==> src/rtl/voice_alloc_pkg.sv <==
// Shared constants and FSM encoding for the two-voice note allocator.
package voice_alloc_pkg;

   typedef enum logic [1:0] {
      ST_IDLE   = 2'd0,
      ST_MATCH  = 2'd1,
      ST_UPDATE = 2'd2,
      ST_NOTIFY = 2'd3
   } state_t;

   localparam int          KEY_BASE_DEF = 48;
   localparam logic [4:0]  IDLE_ID_DEF  = 5'd31;
   localparam int unsigned FIFO_DEPTH   = 4;
   localparam int unsigned EV_W         = 8;   // {on, key[6:0]}

endpackage

==> src/rtl/voice_fifo.sv <==
// Small synchronous FIFO; push is ignored when full, pop ignored when empty.
module voice_fifo #(
   parameter int unsigned WIDTH = 8,
   parameter int unsigned DEPTH = 4
) (
   input  logic             clock,
   input  logic             reset_n,
   input  logic             push,
   input  logic             pop,
   input  logic [WIDTH-1:0] din,
   output logic [WIDTH-1:0] dout,
   output logic             full,
   output logic             empty
);

   localparam int unsigned AW = (DEPTH > 1) ? $clog2(DEPTH) : 1;

   logic [WIDTH-1:0] mem [DEPTH];
   logic [AW-1:0]    wr_ptr;
   logic [AW-1:0]    rd_ptr;
   logic [AW:0]      count;
   logic             do_push;
   logic             do_pop;

   assign full    = (count == (AW+1)'(DEPTH));
   assign empty   = (count == '0);
   assign do_push = push && !full;
   assign do_pop  = pop && !empty;
   assign dout    = mem[rd_ptr];

   always_ff @(posedge clock) begin
      if (do_push) mem[wr_ptr] <= din;
   end

   always_ff @(posedge clock or negedge reset_n) begin
      if (!reset_n) begin
         wr_ptr <= '0;
         rd_ptr <= '0;
         count  <= '0;
      end else begin
         if (do_push) wr_ptr <= (wr_ptr == AW'(DEPTH-1)) ? '0 : wr_ptr + 1'b1;
         if (do_pop)  rd_ptr <= (rd_ptr == AW'(DEPTH-1)) ? '0 : rd_ptr + 1'b1;
         if (do_push && !do_pop)      count <= count + 1'b1;
         else if (!do_push && do_pop) count <= count - 1'b1;
      end
   end

endmodule

==> src/rtl/voice_alloc.sv <==
// Two-voice note allocator: FIFO-buffered note events, retrigger/free/steal/LRU.
// Optional sustain-pedal handling is enabled by defining VOICE_ALLOC_SUSTAIN_EN.
module voice_alloc #(
   parameter int         KEY_BASE = voice_alloc_pkg::KEY_BASE_DEF,
   parameter logic [4:0] IDLE_ID  = voice_alloc_pkg::IDLE_ID_DEF
) (
   input  logic       clock,
   input  logic       reset_n,
   input  logic       ev_valid,
   input  logic       ev_on,
   input  logic [6:0] ev_key,
   output logic       ev_ready,
   input  logic       sustain,
   output logic [4:0] freq_id1,
   output logic [4:0] freq_id2,
   output logic [1:0] voice_active,
   output logic       new_f,
   output logic [7:0] drop_cnt
);
   import voice_alloc_pkg::*;

   state_t          state, state_nxt;
   logic            fifo_full, fifo_empty, push, pop;
   logic [EV_W-1:0] fifo_dout;

   logic            cur_on;
   logic [6:0]      cur_key;
   logic            in_range, in_range_r;
   logic [4:0]      fid, fid_r;
   logic [1:0]      match_r;

   logic [1:0][4:0] freq, freq_nxt;
   logic [1:0]      active, active_nxt;
   logic [1:0]      pend, pend_nxt;
   logic            lru, lru_nxt;
   logic            changed, changed_nxt;
   logic [7:0]      drop_nxt;
   logic            tgt;
   logic            sus_eff;
   logic            rel_pend;
   logic            rel_go;

   assign ev_ready     = !fifo_full;
   assign push         = ev_valid && !fifo_full;
   assign freq_id1     = freq[0];
   assign freq_id2     = freq[1];
   assign voice_active = active;

   voice_fifo #(.WIDTH(EV_W), .DEPTH(FIFO_DEPTH)) u_fifo (
      .clock  (clock),
      .reset_n(reset_n),
      .push   (push),
      .pop    (pop),
      .din    ({ev_on, ev_key}),
      .dout   (fifo_dout),
      .full   (fifo_full),
      .empty  (fifo_empty)
   );

`ifdef VOICE_ALLOC_SUSTAIN_EN
   logic sus_q;
   assign sus_eff = sustain;

   // A pedal release seen while the FSM is busy stays pending until IDLE.
   always_ff @(posedge clock or negedge reset_n) begin
      if (!reset_n) begin
         sus_q    <= 1'b0;
         rel_pend <= 1'b0;
      end else begin
         sus_q <= sustain;
         if (sus_q && !sustain) rel_pend <= 1'b1;
         else if (rel_go)       rel_pend <= 1'b0;
      end
   end
`else
   logic sustain_unused;
   assign sustain_unused = sustain;
   assign sus_eff        = 1'b0;
   assign rel_pend       = 1'b0;
`endif

   assign in_range = (int'(cur_key) >= KEY_BASE) && (int'(cur_key) <= KEY_BASE + 30);
   assign fid      = 5'(cur_key - 7'(KEY_BASE));

   always_ff @(posedge clock or negedge reset_n) begin
      if (!reset_n) state <= ST_IDLE;
      else          state <= state_nxt;
   end

   always_comb begin
      state_nxt = state;
      pop       = 1'b0;
      rel_go    = 1'b0;
      new_f     = 1'b0;
      unique case (state)
         ST_IDLE: begin
            if (rel_pend) begin
               rel_go    = 1'b1;
               state_nxt = (|pend) ? ST_NOTIFY : ST_IDLE;
            end else if (!fifo_empty) begin
               pop       = 1'b1;
               state_nxt = ST_MATCH;
            end
         end
         ST_MATCH:  state_nxt = ST_UPDATE;
         ST_UPDATE: state_nxt = ST_NOTIFY;
         ST_NOTIFY: begin
            new_f     = changed;
            state_nxt = ST_IDLE;
         end
         default:   state_nxt = ST_IDLE;
      endcase
   end

   // Voice-state update; only the UPDATE state or a pedal release change it.
   always_comb begin
      freq_nxt    = freq;
      active_nxt  = active;
      pend_nxt    = pend;
      lru_nxt     = lru;
      changed_nxt = changed;
      drop_nxt    = drop_cnt;
      tgt         = 1'b0;
      if (rel_go) begin
         for (int unsigned v = 0; v < 2; v++) begin
            if (pend[v]) begin
               active_nxt[v] = 1'b0;
               freq_nxt[v]   = IDLE_ID;
            end
         end
         pend_nxt    = '0;
         changed_nxt = |pend;
      end else if (state == ST_UPDATE) begin
         changed_nxt = 1'b0;
         if (!in_range_r) begin
            if (cur_on && drop_cnt != '1) drop_nxt = drop_cnt + 8'd1;
         end else if (cur_on) begin
            changed_nxt = 1'b1;
            if (|match_r)      tgt = !match_r[0];
            else if (!(&active)) tgt = active[0];
            else if (|pend)    tgt = !pend[0];
            else               tgt = lru;
            freq_nxt[tgt]   = fid_r;
            active_nxt[tgt] = 1'b1;
            pend_nxt[tgt]   = 1'b0;
            lru_nxt         = !tgt;
         end else if (|match_r) begin
            if (sus_eff) begin
               pend_nxt = pend | match_r;
            end else begin
               changed_nxt = 1'b1;
               for (int unsigned v = 0; v < 2; v++) begin
                  if (match_r[v]) begin
                     active_nxt[v] = 1'b0;
                     freq_nxt[v]   = IDLE_ID;
                  end
               end
               pend_nxt = pend & ~match_r;
            end
         end
      end
   end

   always_ff @(posedge clock or negedge reset_n) begin
      if (!reset_n) begin
         cur_on     <= 1'b0;
         cur_key    <= '0;
         in_range_r <= 1'b0;
         fid_r      <= '0;
         match_r    <= '0;
         freq       <= {IDLE_ID, IDLE_ID};
         active     <= '0;
         pend       <= '0;
         lru        <= 1'b0;
         changed    <= 1'b0;
         drop_cnt   <= '0;
      end else begin
         if (pop) {cur_on, cur_key} <= fifo_dout;
         if (state == ST_MATCH) begin
            in_range_r <= in_range;
            fid_r      <= fid;
            for (int unsigned v = 0; v < 2; v++)
               match_r[v] <= in_range && active[v] && (freq[v] == fid);
         end
         freq     <= freq_nxt;
         active   <= active_nxt;
         pend     <= pend_nxt;
         lru      <= lru_nxt;
         changed  <= changed_nxt;
         drop_cnt <= drop_nxt;
      end
   end

endmodule

==> config.mk <==
export PLATFORM = sky130hd
export DESIGN_NAME = voice_alloc
export DESIGN_NICKNAME = d
export VERILOG_FILES = /design/src/rtl/voice_alloc_pkg.sv /design/src/rtl/voice_fifo.sv /design/src/rtl/voice_alloc.sv
export SDC_FILE = /design/constraint.sdc
export NUM_CORES = 1
export LEC_CHECK = 0
export BUFFER_PORTS_ARGS = -buffer_cell sky130_fd_sc_hd__buf_2
export CORE_AREA = 2 2 80 120
export CTS_CLUSTER_SIZE = 8
export DETAILED_ROUTE_END_ITERATION = 16
export DIE_AREA = 0 0 82 122
export HOLD_SLACK_MARGIN = 0.08
export PLACE_DENSITY = 0.55
export SLEW_MARGIN = 20
export SYNTH_ARGS = -nofsm -noshare
export SYNTH_HDL_FRONTEND = slang
export SYNTH_HIERARCHICAL = 1
export SYNTH_SLANG_ARGS = --single-unit
==> constraint.sdc <==
create_clock -name clock -period 4.8 [get_ports clock]
set_input_delay 0.48 -clock clock [delete_from_list [all_inputs] [get_ports clock]]
set_output_delay 0.48 -clock clock [all_outputs]
set_load 0.05 [all_outputs]
* After elaboration in Yosys (flattened, before gate mapping)
Memory sizes are Yosys's and may differ from the RTL's. A register that Yosys moved wholly into a read port is not among the register bits.
Index checks and enable logic that the tools add are counted.
W data, S select, Z words.
** Storage, ports and cells
- Bits in registers :: 41
- Memory bits (writable) :: 32
- Input bits :: 12
- Output and inout bits :: 22
- Logic and storage cells :: 111
- Memories :: 1
** Memories
- u_fifo.mem :: words 4, bits a word 8, read ports 1, clocked after memory_dff 1, wr ports 1, line voice_fifo.sv:18 : logic [WIDTH-1:0] mem [DEPTH];
** Operators by class
- $add $sub $neg :: 6
- Magnitude comparators :: 4
- Equality and inequality tests :: 10
- Multiplexer cells :: 35
- Bitwise logic cells :: 6
- Reduce and logical (&&, ||, !) cells :: 34
** Operator list (number)
- $mux W10 :: 2
- $mux W1 :: 17
- $mux W5 :: 3
- $mux W2 :: 7
- $logic_and A1 B1 Y1 :: 12
- $bwmux W10 :: 1
- $eq A5 B5 Y1 :: 2
- $reduce_and A3 Y1 :: 3
- $add A8 B1 Y8 const B :: 1
- $eq A2 B2 Y1 const B :: 4
- $logic_not A1 Y1 :: 8
- $ne A8 B8 Y1 const B :: 1
- $pmux W2 S4 :: 1
- $reduce_and A4 Y1 :: 2
- $reduce_bool A2 Y1 :: 4
- $ge A7 B6 Y1 const B :: 1
- $le A7 B7 Y1 const B :: 1
- $mux W3 :: 2
- $demux W5 S1 :: 1
- $sub A5 B5 Y5 const B :: 1
- $add A2 B1 Y2 const B :: 2
- $and A2 B2 Y2 :: 2
- $not A2 Y2 :: 2
- $reduce_or A2 Y1 :: 2
- 13 further kinds :: 13

* Logic depth before layout (Yosys ltp)
Gate-level depths: netlist (run 1).
- Word-level depth :: 14
- Mapped depth :: 11
- Mapped depth without buffers :: 10

* Cells and area by module
Netlist (run 1), hierarchy kept.
** By module, submodules not included
- voice_alloc :: instances 1, cells each 180, area an instance 1988.2 um^2, sequential area each 1063.5 um^2
- voice_fifo :: instances 1, cells each 79, area an instance 1620.3 um^2, sequential area each 1136.1 um^2

* Worst setup path after synthesis (run 1)
OpenSTA, ideal clock, no wires.
- Path type :: reg2reg
- Start point :: register u_fifo.count[0]
- End point :: register u_fifo.count[2]
- Setup time :: 0.079 ns
- Arrival :: 2.062 ns
- Required time :: 4.721 ns
- Slack :: 2.659 ns
- Stages on the path, launching flop included :: 11
- Path buffers :: 1
- Period minus slack after synthesis :: 2.141 ns
- Cells stage by stage :: dfrtp_1 nor3_1 nor2b_1 buf_2 nand2b_4 ha_1 inv_1 fa_1 xor2_1 nor2_1 xor2_1
** On the way
- Longest elaborated chain between the ends :: 7
- Elaborated cells between the ends (all ways) :: 18
- Those cells by class :: add/sub (2); eq/ne (1); mux (4); reduce/logical (11)
** Ends and longest elaborated chain
- start: declaration :: line voice_fifo.sv:21 : logic [AW:0] count;
- start signal: assignment :: line voice_fifo.sv:43 : if (do_push && !do_pop) count <= count + 1'b1;
- start signal: assignment :: line voice_fifo.sv:44 : else if (!do_push && do_pop) count <= count - 1'b1;
- $logic_not A3 Y1 (*) :: line voice_fifo.sv:26 : assign empty = (count == '0);
- named net fifo_empty :: line voice_alloc.sv:23 : logic fifo_full, fifo_empty, push, pop;
- $mux W1 (*) :: line voice_alloc.sv:100 : end else if (!fifo_empty) begin
- $mux W1 (*) :: line voice_alloc.sv:95 : unique case (state)
- named net pop :: line voice_alloc.sv:23
- $logic_and A1 B1 Y1 (*) :: line voice_fifo.sv:28 : assign do_pop = pop && !empty;
- $logic_not A1 Y1 :: line voice_fifo.sv:43
- $logic_and A1 B1 Y1 :: line voice_fifo.sv:43
- $mux W3 / $reduce_bool A2 Y1 (equally long branches)
The timed path passes the listed nets; every way through them passes the cells marked *. The select of a mux whose other input is x is not followed.
A chain may end at the register's enable or synchronous reset.

* Worst setup path after layout (run 1)
- Start point :: register u_fifo.count[0]
- End point :: register u_fifo.count[2]
** On the way
- Longest elaborated chain between the ends :: 7
- Elaborated cells between the ends (all ways) :: 18
- Those cells by class :: add/sub (2); eq/ne (1); mux (4); reduce/logical (11)
** Ends and longest elaborated chain (line)
- $logic_not A3 Y1 (*) :: voice_fifo.sv:26
- named net fifo_empty :: voice_alloc.sv:23
- $mux W1 :: voice_alloc.sv:100
- $mux W1 :: voice_alloc.sv:95
- $logic_and A1 B1 Y1 (*) :: voice_fifo.sv:28
- $logic_not A1 Y1 :: voice_fifo.sv:43
- $logic_and A1 B1 Y1 :: voice_fifo.sv:43
- $mux W3 / $reduce_bool A2 Y1 (equally long branches)
Marked as above.

==> results of run 1 <==
[power by group through the flow]
| stage | logic [mW] | clock network (mW) | registers [mW] |
|---|---|---|---|
| after detailed placement | 1.12 | 0 | 1.24 |
| after global placement | 1.10 | 0 | 1.23 |
| after CTS | 1.12 | 0.690 | 1.23 |
| after floorplan | 0.714 | 0 | 1.37 |
| final | 1.10 | 0.670 | 1.22 |
| after global routing | 1.22 | 0.724 | 1.26 |
[cells by family (layout without fill, tap and decap cells)]
logic type,count (synthesis),in the layout,share of synthesized area
AOI/OAI and AO/OA,36,36,0.0784
xor gates and xnor gates,20,20,0.0485
adders and majority gates,12,12,0.0437
buffers and inverters,23,67,0.0267
DFF,81,81,0.610
muxes,20,20,0.0895
and+or+nand+nor,67,67,0.104
[layer usage]
| metal | part of all wire | wire length [um] | global-route usage |
|---|---|---|---|
| met1 | 0.43 | 2740 | 0.174 |
| met3 | 0.037 | 240 | 0.0422 |
| met2 | 0.51 | 3290 | 0.236 |
| met4 | 0.025 | 158 | 0.0688 |
| met5 | 0 | 0 | 0 |
[synth_stat cells (all sizes together), types with 5 or more instances]
library cell and instances:
xnor2 11, xor2 9, dfstp 10, nor2 15, mux4 8, mux2 12, o22a 5, ha 11
nand4 6, o21ai 11, inv 17, edfxtp 32, dfrtp 39, and2 5, nor2b 5, nand2 17
[worst max path at each step]
stage | startpoint | endpoint | slack (ns) | cells past startpoint
global placement | u_fifo/count[0]$_DFFE_PN0P_ | u_fifo/count[2]$_DFFE_PN0P_ | 2.27 | 10
CTS | u_fifo/count[0]$_DFFE_PN0P_ | u_fifo/count[2]$_DFFE_PN0P_ | 2.22 | 10
finish | u_fifo/count[0]$_DFFE_PN0P_ | u_fifo/count[2]$_DFFE_PN0P_ | 2.33 | 10
floorplan | u_fifo/count[0]$_DFFE_PN0P_ | u_fifo/count[2]$_DFFE_PN0P_ | 2.66 | 10
detailed placement | u_fifo/count[0]$_DFFE_PN0P_ | u_fifo/count[2]$_DFFE_PN0P_ | 2.25 | 10
global route | u_fifo/count[0]$_DFFE_PN0P_ | u_fifo/count[2]$_DFFE_PN0P_ | 2.11 | 10
[state kept, by name, indices dropped and copies added, names as in the netlist, 2 cells and up]
name / cells
drop_cnt: 8
freq_id1: 5
pend: 2
u_fifo/rd_ptr: 2
voice_active: 2
state: 2
u_fifo/wr_ptr: 2
u_fifo/count: 3
match_r: 2
u_fifo/mem: 32
cur_key: 7
fid_r: 5
freq_id2: 5
[stage by stage]
| stage | util | total power, mW |
|---|---|---|
| floorplan | - | 2.08 |
| global placement | 0.431 | 2.32 |
| detailed placement | 0.431 | 2.35 |
| CTS | 0.463 | 3.04 |
| global route | 0.463 | 3.20 |
| finish | 0.463 | 2.98 |
[final cells by class]
cell class,instances,area [um2],share of cell area
inverter,17,63.8,0.0152
clock buffer,11,243,0.0580
tap,112,140,0.0335
clock inverter,5,53.8,0.0128
timing repair buffer,34,175,0.0418
sequential,81,2200,0.525
multi-input combinational,155,1310,0.313
==> flow_summary.ini, run 1 <==
[status]
outcome = completed

[min_path]
worstHoldPathType = input port to asynchronous set/reset pin

[setup_path]
path_cells = nor3_1 -> nor2b_1 -> buf_4 -> nand2b_4 -> ha_1 -> inv_1 -> fa_1 -> xor2_1 -> nor2_1 -> xor2_1
worst_path_max_delay_cell = nor3_1
cp-end-kind = register
r2r-end = u_fifo/count[2]$_DFFE_PN0P_
worst_setup_path_start_kind = register
critPathKind = register to register
path_common_cell = xor2_1
worstPathArrival_ns = 2.73
reg2reg_slack_ns = 2.33
critPathTopFamily = simple AND/OR/NAND/NOR gates
cp_slowest_stage_delay_ns = 0.54
worstPathRequired_ns = 5.06
r2r_cells = 10
rr_startpoint = u_fifo/count[0]$_DFFE_PN0P_
critical_path.max_fanout = 10
critPathBufInv = 2

[global_routing]
antenna_found_initial = 0
gr-usage-all-layers = 0.145
grt_start_max_net_pins = 50
grt_pass1_wl_mm = 10.6
overflow = 0
grt_pass1_vias = 2140

[pwr]
p_int_mw = 1.86
ir_drop_uv = 388
leakage_nw = 1.71
switching_power_mw = 1.12
pwr-share-comb = 0.367
power_density_mw_per_mm2 = 713
switching_share = 0.376
seq_power_share = 0.408
pwr-share-clk = 0.225

[floorplan]
ios = 34
core_area_mm2 = 0.00904
die_y_um = 122
die_area_mm2 = 0.0100
die_w_um = 82
rows = 43
initial_core_util = 0.399

[synth]
ys_ff_latch = 81
yosysWarnings = 6
synth_edf_count = 32
async_flop_share = 0.605
yosys.area.top_type_share = 0.270
postSynthNetCount = 283
synth_top_flop_cell = dfrtp_1
synth_cell_types = 53
synth_top_area_cell = dfrtp_1
synth_area_leaders = dfrtp_1, edfxtp_1, dfstp_2
syn_avg_cell_area_um2 = 13.9
synthesis.area_mm2 = 0.00361
yosysSeqAreaShare = 0.610
synthCells = 259

[placement]
preCtsSetupSlack_ns = 2.25
io_buffers = 32
placed_area_mm2 = 0.00389
hpwl_mm = 4.60
gp_congestion = 0.801
dp.cells = 399

[sta]
finalMaxSlewViolations = 0
fin_skew_ns = 0.00461
setup-tns-final_ns = 0
hold_viol = 0
fin_ws_ns = 2.33
worst_slew_pin_slew_ns = 0.611
hold_ws_ns = 0.245
max_freq_mhz = 405
relSlewSlack = 0.590
period_share = 0.514
setup_violations = 0
fin_crit_ns = 2.47
grt_setup_unrepaired = false

[clocking]
clock-sinks = 81
cts-resized-gates = 0
htree_levels = 3
cts_setup_buffers = 0
ctsHoldBuffers = 0
cts-root-buf = clkbuf_16
numCtsBuffers = 9
cts_tree = built
cts_buffer_depth = 2
clk_pin_slew_ns = 0.06
insertion_delay_ns = 0.33

[detailed_routing]
routed-via-count = 2092
wl_mm = 6.42
via_per_inst = 5.04
first_iter_violations = 68
avgRoutedWirePerCell_um = 15.5
dr.pass1.iters = 5
drc = 0
ant_nets = 0

[cells_and_area]
design_area_mm2 = 0.00419
mostFrequentLayoutCells = dfrtp_1, buf_2, edfxtp_1
num_antenna_cells = 0
drive_gt1_frac = 0.314
syn2layout_area_growth_pct = 16.1
num-nets-final = 322
fillerInstances = 820
final_common_cell = dfrtp_1
stdcell_count = 415

[flow_run]
max-cap-violations = 0
Power figures use the tool's default switching activity.
==> inputs of run 2 (changes only) <==
--- a/config.mk
+++ b/config.mk
@@ -5,11 +5,12 @@
 export SDC_FILE = /design/constraint.sdc
 export NUM_CORES = 1
 export LEC_CHECK = 0
+export ABC_AREA = 1
 export BUFFER_PORTS_ARGS = -buffer_cell sky130_fd_sc_hd__buf_2
-export CORE_AREA = 2 2 80 120
+export CORE_AREA = 2 2 82 123
 export CTS_CLUSTER_SIZE = 8
 export DETAILED_ROUTE_END_ITERATION = 16
-export DIE_AREA = 0 0 82 122
+export DIE_AREA = 0 0 84 125
 export HOLD_SLACK_MARGIN = 0.08
 export PLACE_DENSITY = 0.55
 export SLEW_MARGIN = 20
==> constraint.sdc (replaced) <==
create_clock -name clock -period 2.4 [get_ports clock]
set_input_delay 0.24 -clock clock [delete_from_list [all_inputs] [get_ports clock]]
set_output_delay 0.24 -clock clock [all_outputs]
set_load 0.05 [all_outputs]
==> flow_summary.ini, run 2 <==
[synth]
postSynthNetCount = 416
synthCells = 392
synth_top_flop_cell = dfrtp_1
synthesis.area_mm2 = 0.00379
yosys-top-cells-count = nand2_1, inv_1, dfrtp_1
synth_top_area_cell = dfrtp_1
async_flop_share = 0.605
ys_ff_latch = 81
yosysMostFrequentCell = nand2_1
synth_cell_types = 29
syn_avg_cell_area_um2 = 9.67
synth_area_leaders = dfrtp_1, edfxtp_1, nand2_1
yosys.area.top_type_share = 0.257
synth_edf_count = 32
yosysWarnings = 6
yosysSeqAreaShare = 0.580

[detailed_routing]
dr.pass1.iters = 4
avgRoutedWirePerCell_um = 12.2
via_per_inst = 4.62
wl_met2_mm = 3.61
first_iter_violations = 117
wl_mm = 6.77
routed-via-count = 2566
routed.top_layer = met4
drc = 0
m1WireLength_mm = 2.82
dr_wl_met3_um = 202
ant_nets = 0

[clocking]
cts_setup_buffers = 0
numCtsBuffers = 9
clk_pin_slew_ns = 0.06
cts-root-buf = clkbuf_16
clock-sinks = 81
cts_buffer_depth = 2
cts_tree = built
insertion_delay_ns = 0.33
cts-resized-gates = 0
htree_levels = 3
ctsHoldBuffers = 1

[floorplan]
die_area_mm2 = 0.0105
ios = 34
initial_core_util = 0.398
rows = 44
die_y_um = 125
die_w_um = 84
core_area_mm2 = 0.00952

[cells_and_area]
seq_area_mm2 = 0.00220
syn2layout_area_growth_pct = 15.3
fillerInstances = 929
reg_top3 = u_fifo/mem (32), drop_cnt (8), cur_key (7)
num_antenna_cells = 0
largest_register_ffs = 32
top_register = u_fifo/mem
drive_gt1_frac = 0.181
final_common_cell = nand2_1
multiInputGateArea_mm2 = 0.00126
mostFrequentLayoutCells = nand2_1, inv_1, dfrtp_1
num-nets-final = 461
design_area_mm2 = 0.00437

[setup_path]
cp-end-kind = register
worstPathRequired_ns = 2.62
worst_path_max_delay_cell = dfrtp_1
worstPathArrival_ns = 2.38
critPathKind = register to register
path_cells = inv_2 -> nand3_1 -> inv_1 -> nor2_1 -> nand2_2 -> inv_1 -> ha_1 -> inv_1 -> fa_1 -> nand2_1 -> nand3_1 -> nand2_1 -> nand2_1
critical_path.max_fanout = 7
critPathTopFamily = simple AND/OR/NAND/NOR gates
cp_slowest_stage_delay_ns = 0.43
worst_setup_path_start_kind = register
critPathBufInv = 4

[sta]
grt_setup_unrepaired = false
max_freq_mhz = 462
finalMaxSlewViolations = 0
period_share = 0.902
setup-tns-final_ns = 0
hold_viol = 0
fin_skew_ns = 0.00351
fin_crit_ns = 2.16
worst_slew_pin_slew_ns = 0.614
setup_violations = 0
relSlewSlack = 0.591

[placement]
gp_congestion = 0.745
io_buffers = 32
hpwl_mm = 4.85
placed_area_mm2 = 0.00409

[global_routing]
grt_pass1_wl_mm = 11.7
grt_pass1_vias = 2568
overflow = 0
gr-usage-all-layers = 0.141
grt_start_max_net_pins = 50
antenna_found_initial = 0

[pwr]
power_density_mw_per_mm2 = 1330
ir_drop_uv = 653
leakage_nw = 2.05
power_mw = 5.84

[min_path]
worstHoldPathType = input port to register

[flow_run]
max-cap-violations = 0

[status]
outcome = completed
## run 2: cell count changes in the layout (fill, tap and decap cells not counted), sizes merged, moves of 8 or more
| cell | before | now |
|---|---|---|
| nor2 | 15 | 26 |
| inv | 18 | 70 |
| mux4 | 8 | 0 |
| nand3 | 4 | 17 |
| o211ai | 0 | 17 |
| nand2 | 17 | 110 |
| o21ai | 11 | 25 |
| mux2 | 12 | 0 |
## run 2: cell type report
type,count,share of cell area
Tap cell,115,0.0329
Inverter,70,0.0607
Timing Repair Buffer,40,0.0509
Multi-Input combinational cell,235,0.289
Clock buffer,10,0.0524
Sequential cell,81,0.503
Clock inverter,5,0.0109
## run 2: path summary, 6_finish.rpt
kind	start	to	slack (ns)	cells past startpoint
setup / recovery	u_fifo/count[0]$_DFFE_PN0P_	u_fifo/count[2]$_DFFE_PN0P_	0.24	13
hold / removal	ev_key[5]	u_fifo/mem[1][5]$_DFFE_PP_	0.13	1
setup reg to reg	u_fifo/count[0]$_DFFE_PN0P_	u_fifo/count[2]$_DFFE_PN0P_	0.24	13
hold reg to reg	fid_r[2]$_DFFE_PN0N_	fid_r[2]$_DFFE_PN0N_	0.48	2
max in group asynchronous	reset_n	fid_r[3]$_DFFE_PN0N_	1.44	3
min in group asynchronous	reset_n	drop_cnt[2]$_DFFE_PN0P_	0.54	3
## run 2: per-layer routing
layer / track usage / vias to the layer above
li1: - / 1339
met1: 0.159 / 1181
met2: 0.249 / 35
met3: 0.0337 / 11
met4: 0.0617 / 0
met5: 0 / -
## run 2: worst reg2reg max path, stage by stage, from the launching register on
cell and delay (ns):
dfrtp_1 0.43, inv_2 0.06, nand3_1 0.16, inv_1 0.08
nor2_1 0.20, nand2_2 0.14, inv_1 0.08, ha_1 0.16
inv_1 0.06, fa_1 0.38, nand2_1 0.10, nand3_1 0.09
nand2_1 0.07, nand2_1 0.05
## run 2: per-stage QoR
step,util,std cells,hold WS (ns),worst slack [ns]
after CTS,0.459,556,0.112,0.210
after global placement,0.429,540,0.381,0.350
after global routing,0.459,556,0.112,0.0452
after floorplan,-,392,-0.0556,0.271
after detailed placement,0.429,540,0.384,0.220
final,0.459,556,0.127,0.235
## run 2: power by group
group          internal, mW  switching (mW)  total (mW)
combinational         0.725            1.53        2.26
sequential             1.95           0.338        2.29
clock                 0.788           0.503        1.29
total                  3.46            2.37        5.84
## run 2: cells by family after synthesis
kind of cell	count (synthesis)	share of synthesized area
AOI/OAI and AO/OA	47	0.0782
xor gates and xnor gates	14	0.0343
adders and majority gates	12	0.0416
buffers and inverters	76	0.0861
DFF	81	0.580
and+or+nand+nor	162	0.180
